[src/rtl/uart_tx_arbiter_if.sv]
// Request/grant and UART-side signal bundle for uart_tx_arbiter.
// The slave modport is the arbiter; the master modport is the requester/UART side.
interface uart_tx_arbiter_if #(
  parameter int N_REQ = 4
);
  localparam int OW = $clog2(N_REQ);

  logic [N_REQ-1:0]   req;
  logic [8*N_REQ-1:0] req_data;
  logic [N_REQ-1:0]   ack;
  logic [N_REQ-1:0]   done;
  logic [N_REQ-1:0]   err;
  logic               uart_tx_write;
  logic [7:0]         uart_tx_data;
  logic               uart_tx_finished;
  logic               busy;
  logic [OW-1:0]      owner;

  modport slave (
    input  req, req_data, uart_tx_finished,
    output ack, done, err, uart_tx_write, uart_tx_data, busy, owner
  );

  modport master (
    output req, req_data, uart_tx_finished,
    input  ack, done, err, uart_tx_write, uart_tx_data, busy, owner
  );
endinterface

[src/rtl/uart_tx_arbiter.sv]
// Round-robin arbiter sharing one UART transmitter between N_REQ requesters,
// with a per-byte completion timeout.
module uart_tx_arbiter #(
  parameter int N_REQ       = 4,
  parameter int TIMEOUT_CLK = 4095
) (
  input logic            clk,
  input logic            reset,
  uart_tx_arbiter_if.slave bus
);
  localparam int          OW = $clog2(N_REQ);
  localparam int          CW = $clog2(TIMEOUT_CLK + 1);
  localparam int unsigned NU = N_REQ;

  typedef enum logic [1:0] {IDLE, START, WAIT} state_t;

  state_t            state_q, state_d;
  logic [N_REQ-1:0]  ack_q, ack_d, done_q, done_d, err_q, err_d;
  logic              write_q, write_d;
  logic [7:0]        data_q, data_d;
  logic [OW-1:0]     owner_q, owner_d;
  logic [CW-1:0]     cnt_q, cnt_d;

  logic              found;
  logic [OW-1:0]     grant_idx;
  int unsigned       idx;

  // Search owner+1 .. owner+N_REQ so the previous owner is considered last.
  always_comb begin
    found     = 1'b0;
    grant_idx = owner_q;
    idx       = 0;
    for (int unsigned i = 1; i <= NU; i++) begin
      idx = (32'(owner_q) + i) % NU;
      if (!found && bus.req[OW'(idx)]) begin
        found     = 1'b1;
        grant_idx = OW'(idx);
      end
    end
  end

  always_comb begin
    state_d = state_q;
    ack_d   = '0;
    done_d  = '0;
    err_d   = '0;
    write_d = 1'b0;
    data_d  = data_q;
    owner_d = owner_q;
    cnt_d   = cnt_q;
    case (state_q)
      IDLE: begin
        if (found) begin
          state_d            = START;
          ack_d[grant_idx]   = 1'b1;
          owner_d            = grant_idx;
          data_d             = bus.req_data[8*grant_idx +: 8];
        end
      end
      START: begin
        write_d = 1'b1;
        cnt_d   = '0;
        state_d = WAIT;
      end
      WAIT: begin
        // finished takes priority over a timeout landing on the same edge
        if (bus.uart_tx_finished) begin
          done_d[owner_q] = 1'b1;
          state_d         = IDLE;
        end else begin
          cnt_d = cnt_q + 1'b1;
          if (cnt_d == CW'(TIMEOUT_CLK)) begin
            err_d[owner_q] = 1'b1;
            state_d        = IDLE;
          end
        end
      end
      default: state_d = IDLE;
    endcase
  end

  always_ff @(posedge clk or posedge reset) begin
    if (reset) begin
      state_q <= IDLE;
      ack_q   <= '0;
      done_q  <= '0;
      err_q   <= '0;
      write_q <= 1'b0;
      data_q  <= '0;
      owner_q <= OW'(N_REQ - 1);
      cnt_q   <= '0;
    end else begin
      state_q <= state_d;
      ack_q   <= ack_d;
      done_q  <= done_d;
      err_q   <= err_d;
      write_q <= write_d;
      data_q  <= data_d;
      owner_q <= owner_d;
      cnt_q   <= cnt_d;
    end
  end

  assign bus.ack           = ack_q;
  assign bus.done          = done_q;
  assign bus.err           = err_q;
  assign bus.uart_tx_write = write_q;
  assign bus.uart_tx_data  = data_q;
  assign bus.owner         = owner_q;
  assign bus.busy          = (state_q != IDLE);
endmodule

[src/flat_wrapper.sv]
// flat-port wrapper written by rule: the top's interface ports become plain ports
module uart_tx_arbiter_flat 
#(
  parameter int N_REQ       = 4,
  parameter int TIMEOUT_CLK = 4095
)
  (clk, reset, bus_req, bus_req_data, bus_uart_tx_finished, bus_ack, bus_done, bus_err, bus_uart_tx_write, bus_uart_tx_data, bus_busy, bus_owner);
  uart_tx_arbiter_if #(.N_REQ(N_REQ)) bus_i ();
  input logic clk;
  input logic reset;
  input wire logic [$bits(bus_i.req)-1:0] bus_req;
  input wire logic [$bits(bus_i.req_data)-1:0] bus_req_data;
  input wire logic [$bits(bus_i.uart_tx_finished)-1:0] bus_uart_tx_finished;
  output wire logic [$bits(bus_i.ack)-1:0] bus_ack;
  output wire logic [$bits(bus_i.done)-1:0] bus_done;
  output wire logic [$bits(bus_i.err)-1:0] bus_err;
  output wire logic [$bits(bus_i.uart_tx_write)-1:0] bus_uart_tx_write;
  output wire logic [$bits(bus_i.uart_tx_data)-1:0] bus_uart_tx_data;
  output wire logic [$bits(bus_i.busy)-1:0] bus_busy;
  output wire logic [$bits(bus_i.owner)-1:0] bus_owner;
  assign bus_i.req = bus_req;
  assign bus_i.req_data = bus_req_data;
  assign bus_i.uart_tx_finished = bus_uart_tx_finished;
  assign bus_ack = bus_i.ack;
  assign bus_done = bus_i.done;
  assign bus_err = bus_i.err;
  assign bus_uart_tx_write = bus_i.uart_tx_write;
  assign bus_uart_tx_data = bus_i.uart_tx_data;
  assign bus_busy = bus_i.busy;
  assign bus_owner = bus_i.owner;
  uart_tx_arbiter #(.N_REQ(N_REQ), .TIMEOUT_CLK(TIMEOUT_CLK)) u_core (.clk(clk), .reset(reset), .bus(bus_i));
endmodule
[config.mk]
export PLATFORM = sky130hd
export DESIGN_NAME = uart_tx_arbiter_flat
export DESIGN_NICKNAME = d
export VERILOG_FILES = /design/src/rtl/uart_tx_arbiter_if.sv /design/src/rtl/uart_tx_arbiter.sv /design/src/flat_wrapper.sv
export SDC_FILE = /design/constraint.sdc
export NUM_CORES = 1
export LEC_CHECK = 0
export BUFFER_PORTS_ARGS = -buffer_cell sky130_fd_sc_hd__buf_2
export CORE_AREA = 2 2 71 73
export CTS_CLUSTER_SIZE = 25
export DETAILED_ROUTE_END_ITERATION = 10
export DIE_AREA = 0 0 73 75
export GPL_TIMING_DRIVEN = 1
export HOLD_SLACK_MARGIN = 0.12
export PLACE_DENSITY = 0.72
export SYNTH_ARGS = -nofsm -noshare
export SYNTH_HDL_FRONTEND = slang
export SYNTH_SLANG_ARGS = --single-unit
export TNS_END_PERCENT = 1
[constraint.sdc]
create_clock -name clk -period 3.08 [get_ports clk]
set_clock_uncertainty 0.2 [all_clocks]
set_input_delay 0.462 -clock clk [delete_from_list [all_inputs] [get_ports clk]]
set_output_delay 0.462 -clock clk [all_outputs]
set_load 0.02 [all_outputs]
==> reports/metrics.yaml, run 1 <==
drc_errors: 0
layout.cells.most_common: "buf_2"
grt_max_degree: 38
synth.cell_area_sq_um: 2110
clockBufferDepth: 2
place_area_sq_um: 2490
cts_setup_buffers: 0
synth_cell_types: 48
clk_pin_slew_worst_paths_ns: 0.08
totalWireLength_um: 4320
final_area_sq_um: 2620
crit_arrival_ns: 2.95
syn_avg_cell_area_sq_um: 10.0
leakagePower_nw: 1.25
worstPathMaxFanout: 14
track_usage: 0.174
multi_input_area_sq_um: 1100
final_cell_mix: "62 x buf_2, 35 x dfrtp_1, 18 x o21ai_0"
path_cells: "inv_4 > ha_4 > mux4_2 > nor2b_4 > or3_4 > nand2_4 > mux2_2 > o221a_2"
viasPerCell: 5.22
syn2layout_area_growth_pct: 24.0
fillers: 403
final_core_util: 0.562
max-cap-violations: 0
tns_ns: 0
first_pass_iters: 4
grt_pass1_wl_um: 7380
chipWidth_um: 73
relSlewSlack: 0.629
core_area_sq_um: 4660
max_stage_delay_ns: 0.67
start_util: 0.453
critical_path.endpoint_type: "register"
drive_gt1_frac: 0.349
h-tree-depth: 2
cts_buffers: 5
fmax_mhz: 338
crit_slowest_cell: "dfstp_2"
syn_nets: 256
post-route-period-util: 0.961
die_height_um: 75
synth_warnings: 0
gp_congestion: 0.797
hold_viol: 0
hpwl_um: 3130
hp-class: "in2reg"
dr.first_iter.drc_count: 58
hold-worst-slack_ns: 0.271
finalMaxSlewViolations: 0
synth_seq_cells: 37
path_delay_family: "simple AND/OR/NAND/NOR gates"
nNetsFinal: 322
power_mw: 2.47
critical_path_buf_inv_count: 1
status: "finished clean"
ios: 63
fin_crit_ns: 2.96
clockRootBuffer: "clkbuf_8"
synth-edff-count: 0
max-vdd-ir-drop_uv: 737
cts_tree: "built"
antenna_found_initial: 0
critPathKind: "reg2reg"
seq_area_sq_um: 928
die-area_sq_um: 5480
grt_pass1_vias: 1644
clock_latency_ns: 0.29
grt_overflow: 0
wl_per_cell_um: 13.0
worst_pin_slew_ns: 0.542
synth-main-ff-cell: "dfrtp_1"
crit_path_start_kind: "register"
rows: 25
yosysSeqAreaShare: 0.439
ant_nets: 0
placement.io_buffers: 62
async_flop_share: 1.00
cts.sinks: 37
rsz0062_at_grt: "no"
cp.required_ns: 3.07
cts.repair.resized: 0
cellPowerDensity_nw_per_um2: 944
synth_cells: 211
vias: 1733
setup_viol: 0
antenna_cells: 0
==> synthesized netlist by cell type, drive strengths merged (3+ instances only) <==
cell,instances,share of area
nand4,3,0.0089
o221a,5,0.027
nor2b,4,0.015
nand2,18,0.033
o211ai,3,0.011
o221ai,3,0.012
nor2,17,0.030
a21o,3,0.011
a21boi,5,0.018
nand2b,5,0.015
o31ai,3,0.011
mux2,5,0.027
dfrtp,35,0.41
buf,5,0.021
mux2i,9,0.043
a211o,6,0.025
inv,11,0.020
nand3,8,0.019
clkbuf,4,0.0071
xnor2,4,0.017
ha,6,0.036
and3,4,0.012
o21ai,19,0.047
==> layer usage <==
metal | vias to the layer above | part of all wire | global-route usage
met4 | 0 | 0.015 | 0.0617
li1 | 894 | - | -
met5 | - | 0 | 0
met1 | 778 | 0.50 | 0.229
met3 | 6 | 0.057 | 0.0495
met2 | 55 | 0.43 | 0.274
==> power breakdown <==
group          internal [mW]  switching, mW
Combinational          0.586          0.736
Clock                  0.264          0.176
Sequential             0.625         0.0872
Total                   1.47          0.999
==> layout make-up <==
class | instances | area share
Clock buffer | 7 | 0.0330
Clock inverter | 1 | 0.0115
Inverter | 12 | 0.0181
Multi-Input combinational cell | 153 | 0.421
Sequential cell | 37 | 0.354
Tap cell | 54 | 0.0258
Timing Repair Buffer | 68 | 0.137
==> worst reg2reg max path: cells and delay by family (launching register included) <==
family	cells	cell delay, ns
simple gates	3	0.76
fa+ha+maj	1	0.29
buf+inv	1	0.06
flops	1	0.67
mux	2	0.64
compound gates	1	0.22
==> state kept, by name, indices dropped and copies added, names as in the netlist <==
signal and flops:
u_core.bus.ack 4, u_core.bus.uart_tx_data 8, u_core.cnt_q 12, u_core.bus.owner 2, u_core.bus.done 4, u_core.state_q 2, u_core.bus.uart_tx_write 1, u_core.bus.err 4
==> path summary, 6_finish.rpt <==
kind                       slack (ns)                                     end  cells after the start                       startpoint
setup / recovery                 0.12  u_core.bus.uart_tx_data[3]$_DFFE_PP0P_                      8  u_core.bus.owner[0]$_DFFE_PP1P_
setup reg to reg                 0.12  u_core.bus.uart_tx_data[3]$_DFFE_PP0P_                      8  u_core.bus.owner[0]$_DFFE_PP1P_
max in group asynchronous        1.71         u_core.bus.owner[1]$_DFFE_PP1P_                      4                            reset
hold reg to reg                  0.29            u_core.cnt_q[10]$_DFFE_PP0P_                      1     u_core.cnt_q[10]$_DFFE_PP0P_
min in group asynchronous        0.61             u_core.bus.ack[1]$_DFF_PP0_                      4                            reset
hold / removal                   0.27            u_core.bus.done[3]$_DFF_PP0_                      2             bus_uart_tx_finished
==> cells by family after synthesis <==
group,share of synthesized area
and+or+nand+nor,0.173
AOI/OAI and AO/OA,0.191
DFF,0.439
buffers and inverters,0.0491
muxes,0.0906
adders and majority gates,0.0355
xor gates and xnor gates,0.0207
==> through the flow <==
stage               cells  worst slack [ns]
floorplan             211           0.00376
global placement      323             0.160
detailed placement    323             0.109
CTS                   332             0.103
global route          332           0.00124
finish                332             0.122
==> timing repair <==
| item | in CTS | in global routing |
|---|---|---|
| hold endpoints to repair | 35 | 0 |
| hold buffers | 1 | 0 |
| setup endpoints to repair | 0 | 0 |
Power figures use the tool's default switching activity.
==> run 2, diff against run 1 <==
- CORE_AREA: 2 2 71 73 -> 2 2 99 53
- DIE_AREA: 0 0 73 75 -> 0 0 101 55
==> reports/metrics.yaml, run 2 (synthesized netlist as in run 1, its figures left out) <==
regMostFlops: "u_core.cnt_q"  # unchanged
cp.required_ns: 3.07  # about the same
cts_setup_buffers: 0  # unchanged
nNetsFinal: 321  # was 322
rr_endpoint: "u_core.bus.uart_tx_data[1]$_DFFE_PP0P_"  # was u_core.bus.uart_tx_data[3]$_DFFE_PP0P_
drive_gt1_frac: 0.354  # was 0.349
wl_met2_um: 2160  # was 1840 um
setup_ws_ns: 0.111  # was 0.122 ns
clk_pin_slew_worst_paths_ns: 0.08  # about the same
syn2layout_area_growth_pct: 24.0  # about the same
start_util: 0.447  # was 0.453
h-tree-depth: 2  # unchanged
gp_congestion: 0.834  # was 0.797
max-vdd-ir-drop_uv: 707  # was 737 uV
hp-class: "in2async"  # was in2reg
wl_per_cell_um: 16.0  # was 13.0 um
status: "finished clean"  # unchanged
leakagePower_nw: 1.24  # was 1.25 nW
setup_viol: 0  # unchanged
grt_max_degree: 21  # was 38
post-route-period-util: 0.964  # was 0.961
antenna_cells: 0  # unchanged
tns_ns: 0  # unchanged
clock_latency_ns: 0.29  # about the same
path_cells: "inv_4 > ha_4 > mux4_2 > nor2b_4 > or3_4 > nand2_4 > mux2_2 > o221a_2"  # unchanged
dp.cells: 329  # was 323
chipWidth_um: 101  # was 73 um
cts.sinks: 37  # unchanged
r2r-start: "u_core.bus.owner[0]$_DFFE_PP1P_"  # unchanged
cellPowerDensity_nw_per_um2: 971  # was 944 nW/um^2
final_core_util: 0.554  # was 0.562
cts_buffers: 5  # unchanged
grt_pass1_vias: 1687  # was 1644
reg2reg_depth: 8  # unchanged
clockBufferDepth: 2  # unchanged
crit_path_start_kind: "register"  # unchanged
ant_nets: 0  # unchanged
relSlewSlack: 0.469  # was 0.629
die-area_sq_um: 5560  # was 5480 sq um
largest_reg_flops: 12  # unchanged
core_area_sq_um: 4730  # was 4660 sq um
fin_crit_ns: 2.97  # was 2.96 ns
max-cap-violations: 0  # unchanged
crit_slowest_cell: "dfstp_2"  # unchanged
die_height_um: 55  # was 75 um
cts_tree: "built"  # unchanged
hold_viol: 0  # unchanged
worst_pin_slew_ns: 0.796  # was 0.542 ns
crit_arrival_ns: 2.96  # was 2.95 ns
final_cell_mix: "62 x buf_2, 35 x dfrtp_1, 18 x o21ai_0"  # unchanged
hold-worst-slack_ns: 0.107  # was 0.271 ns
grt_overflow: 0  # unchanged
reg2reg_setup_slack_ns: 0.11  # was 0.12 ns
worstPathMaxFanout: 14  # unchanged
first_pass_iters: 4  # unchanged
fmax_mhz: 337  # was 338 MHz
totalWireLength_um: 5390  # was 4320 um
critical_path.endpoint_type: "register"  # unchanged
dp_slack_ns: 0.152  # was 0.109 ns
hpwl_um: 4030  # was 3130 um
path_delay_family: "simple AND/OR/NAND/NOR gates"  # unchanged
vias: 1887  # was 1733
antenna_found_initial: 0  # unchanged
holdBufCountCts: 0  # was 1
rows: 18  # was 25
drt-met1-wl_um: 2870  # was 2170 um
critPathKind: "reg2reg"  # unchanged
viasPerCell: 5.60  # was 5.22
layout.cells.most_common: "buf_2"  # unchanged
drc_errors: 0  # unchanged
grt_pass1_wl_um: 8460  # was 7380 um
dr.first_iter.drc_count: 162  # was 58
track_usage: 0.202  # was 0.174
cts.repair.resized: 0  # unchanged
clockRootBuffer: "clkbuf_8"  # unchanged
rsz0062_at_grt: "no"  # unchanged
wl_met3_um: 348  # was 247 um
critical_path_buf_inv_count: 1  # unchanged
top_layer_used: "met4"  # unchanged
ios: 63  # unchanged
fin_cells: 337  # was 332
placement.io_buffers: 62  # unchanged
max_stage_delay_ns: 0.64  # was 0.67 ns
finalMaxSlewViolations: 0  # unchanged
## run 2: changes by cell type in the layout (fill, tap and decap cells not counted)
cell	change
clkbuf_1	-1
clkinvlp_4	+1
dlygate4sd3_1	-1
## run 2: area by class of cell
type	instances	area (sq um)
clock buffer	6	82.6
inverter	12	47.5
clock inverter	2	37.5
multi-input combinational	153	1100
tap	60	75.1
timing repair buffer	67	348
fill	431	2110
sequential	37	928
## run 2: worst max-delay path by stage
stage,from,end,cells past startpoint
after floorplan,u_core.bus.owner[0]$_DFFE_PP1P_,u_core.bus.uart_tx_data[0]$_DFFE_PP0P_,11
after detailed placement,u_core.bus.owner[0]$_DFFE_PP1P_,u_core.bus.uart_tx_data[1]$_DFFE_PP0P_,8
after global routing,u_core.bus.owner[0]$_DFFE_PP1P_,u_core.bus.uart_tx_data[1]$_DFFE_PP0P_,8
final,u_core.bus.owner[0]$_DFFE_PP1P_,u_core.bus.uart_tx_data[1]$_DFFE_PP0P_,8
after CTS,u_core.bus.owner[0]$_DFFE_PP1P_,u_core.bus.uart_tx_data[1]$_DFFE_PP0P_,8
after global placement,u_core.bus.owner[0]$_DFFE_PP1P_,u_core.bus.uart_tx_data[4]$_DFFE_PP0P_,8
## run 2: where the power goes
part / total (mW) / internal, mW / switching (mW)
logic: 1.38 / 0.586 / 0.798
clock network: 0.447 / 0.263 / 0.183
registers: 0.713 / 0.625 / 0.0881
## run 2: per-stage QoR
stage / instance area, sq um / total power [mW]
after CTS: 2620 / 2.55
after floorplan: 2140 / 1.79
after global routing: 2620 / 2.72
after global placement: 2500 / 2.06
final: 2620 / 2.54
after detailed placement: 2500 / 2.10
## run 2: layer usage
metal,up-vias,track usage
li1,894,-
met1,907,0.321
met2,82,0.270
met3,4,0.0440
met4,0,0.0473
met5,-,0
==> run 3, diff against run 2 <==
==> constraint.sdc (replaced) <==
create_clock -name clk -period 3.08 [get_ports clk]
set_clock_uncertainty 0.2 [all_clocks]
set_input_delay 0.308 -clock clk [delete_from_list [all_inputs] [get_ports clk]]
set_output_delay 0.308 -clock clk [all_outputs]
set_load 0.02 [all_outputs]
==> reports/metrics.yaml, run 3 (synthesized netlist as in run 1, its figures left out) <==
nNetsFinal: 322  # was 321
cts_buffers: 5  # unchanged
layout.cells.most_common: "buf_2"  # unchanged
cts_setup_buffers: 0  # unchanged
drive_gt1_frac: 0.353  # was 0.354
chipWidth_um: 101  # unchanged
core_area_sq_um: 4730  # unchanged
largest_reg_flops: 12  # unchanged
worst_pin_slew_ns: 0.566  # was 0.796 ns
crit_arrival_ns: 2.94  # was 2.96 ns
drc_errors: 0  # unchanged
max-vdd-ir-drop_uv: 554  # was 707 uV
finalMaxSlewViolations: 0  # unchanged
status: "finished clean"  # unchanged
cts.repair.resized: 0  # unchanged
clock_latency_ns: 0.29  # about the same
grt_overflow: 0  # unchanged
grt_pass1_vias: 1636  # was 1687
max_stage_delay_ns: 0.63  # was 0.64 ns
final_area_sq_um: 2600  # was 2620 sq um
crit_path_start_kind: "register"  # unchanged
max-cap-violations: 0  # unchanged
holdBufCountCts: 1  # was 0
tns_ns: 0  # unchanged
cellPowerDensity_nw_per_um2: 938  # was 971 nW/um^2
rows: 18  # unchanged
start_util: 0.447  # unchanged
relSlewSlack: 0.613  # was 0.469
grt_max_degree: 38  # was 21
die_height_um: 55  # unchanged
fin_crit_ns: 2.95  # was 2.97 ns
totalWireLength_um: 5170  # was 5390 um
antenna_cells: 0  # unchanged
antenna_found_initial: 0  # unchanged
post-route-period-util: 0.959  # was 0.964
clockRootBuffer: "clkbuf_8"  # unchanged
whs_path_depth: 2
clockBufferDepth: 2  # unchanged
h-tree-depth: 2  # unchanged
gr-usage-met1: 0.319  # was 0.321
gp_congestion: 0.851  # was 0.834
critPathKind: "reg2reg"  # unchanged
cts.sinks: 37  # unchanged
crit_slowest_cell: "dfstp_2"  # unchanged
cp.required_ns: 3.06  # was 3.07 ns
placement.io_buffers: 62  # unchanged
viasPerCell: 5.54  # was 5.60
worstPathMaxFanout: 14  # unchanged
hold_viol: 0  # unchanged
reg2reg_depth: 8  # unchanged
fmax_mhz: 338  # was 337 MHz
use_met3: 0.0616  # was 0.0440
hp-class: "in2reg"  # was in2async
ant_nets: 0  # unchanged
regMostFlops: "u_core.cnt_q"  # unchanged
grt_util_met2: 0.236  # was 0.270
globalRoute.busiestLayer: "met1"  # unchanged
r2r-start: "u_core.bus.owner[0]$_DFFE_PP1P_"  # unchanged
vias: 1872  # was 1887
die-area_sq_um: 5560  # unchanged
ios: 63  # unchanged
rr_endpoint: "u_core.bus.uart_tx_data[4]$_DFFE_PP0P_"  # was u_core.bus.uart_tx_data[1]$_DFFE_PP0P_
path_cells: "inv_4 > ha_4 > mux4_2 > nor2b_4 > or3_4 > nand2_4 > mux2_2 > o221a_2"  # unchanged
leakagePower_nw: 1.23  # was 1.24 nW
cts_tree: "built"  # unchanged
track_usage: 0.197  # was 0.202
place_area_sq_um: 2500  # unchanged
dp.cells: 329  # unchanged
grt_pass1_wl_um: 8110  # was 8460 um
hpwl_um: 3920  # was 4030 um
min_to: "u_core.bus.done[1]$_DFF_PP0_"
wl_per_cell_um: 15.3  # was 16.0 um
reg2reg_setup_slack_ns: 0.13  # was 0.11 ns
rsz0062_at_grt: "no"  # unchanged
syn2layout_area_growth_pct: 22.9  # was 24.0%
dr.first_iter.drc_count: 144  # was 162
min_from: "bus_uart_tx_finished"
clk_pin_slew_worst_paths_ns: 0.08  # about the same
final_cell_mix: "62 x buf_2, 35 x dfrtp_1, 18 x o21ai_0"  # unchanged
first_pass_iters: 5  # was 4
setup_viol: 0  # unchanged
critical_path.endpoint_type: "register"  # unchanged
fin_cells: 338  # was 337
run 3: worst max path at each step:
stage / endpoint / cells past startpoint / start / slack [ns]
after floorplan: u_core.bus.uart_tx_data[0]$_DFFE_PP0P_ / 11 / u_core.bus.owner[0]$_DFFE_PP1P_ / 0.004
after global placement: u_core.bus.uart_tx_data[4]$_DFFE_PP0P_ / 8 / u_core.bus.owner[0]$_DFFE_PP1P_ / 0.19
after detailed placement: u_core.bus.uart_tx_data[4]$_DFFE_PP0P_ / 8 / u_core.bus.owner[0]$_DFFE_PP1P_ / 0.15
after CTS: u_core.bus.uart_tx_data[4]$_DFFE_PP0P_ / 8 / u_core.bus.owner[0]$_DFFE_PP1P_ / 0.13
after global routing: u_core.bus.uart_tx_data[2]$_DFFE_PP0P_ / 8 / u_core.bus.owner[0]$_DFFE_PP1P_ / 0.05
final: u_core.bus.uart_tx_data[4]$_DFFE_PP0P_ / 8 / u_core.bus.owner[0]$_DFFE_PP1P_ / 0.13
run 3: layer usage:
layer | up-vias | part of all wire | wire, um
met2 | 96 | 0.39 | 2000
met3 | 7 | 0.084 | 434
met5 | - | 0 | 0
li1 | 896 | - | -
met1 | 873 | 0.52 | 2690
met4 | 0 | 0.0093 | 48
run 3: cell type report:
cell class / instances / area (sq um)
Clock buffer: 5 / 68.8
Clock inverter: 3 / 17.5
Fill cell: 426 / 2130
Inverter: 12 / 47.5
Multi-Input combinational cell: 153 / 1100
Sequential cell: 37 / 928
Tap cell: 60 / 75.1
Timing Repair Buffer: 68 / 358
run 3: power breakdown:
| part | leakage (nW) | internal [mW] | switching, mW | total, mW |
|---|---|---|---|---|
| Clock | 0.0439 | 0.156 | 0.182 | 0.338 |
| Combinational | 0.704 | 0.590 | 0.797 | 1.39 |
| Sequential | 0.483 | 0.625 | 0.0875 | 0.712 |
run 3: worst max-delay path: cells and delay by family, from the launching register on:
kind | cells | cell delay [ns]
mux | 2 | 0.66
flops | 1 | 0.63
fa+ha+maj | 1 | 0.29
buf+inv | 1 | 0.05
simple gates | 3 | 0.79
compound gates | 1 | 0.23
run 3: per-stage QoR:
stage                     setup slack (ns)   util  hold slack (ns)  power [mW]
after floorplan                    0.00376      -            0.257        1.79
after global placement               0.195  0.529            0.237        2.06
after detailed placement             0.147  0.529            0.251        2.10
after CTS                            0.131  0.549            0.127        2.44
after global routing                0.0452  0.549            0.132        2.60
final                                0.126  0.549            0.131        2.44
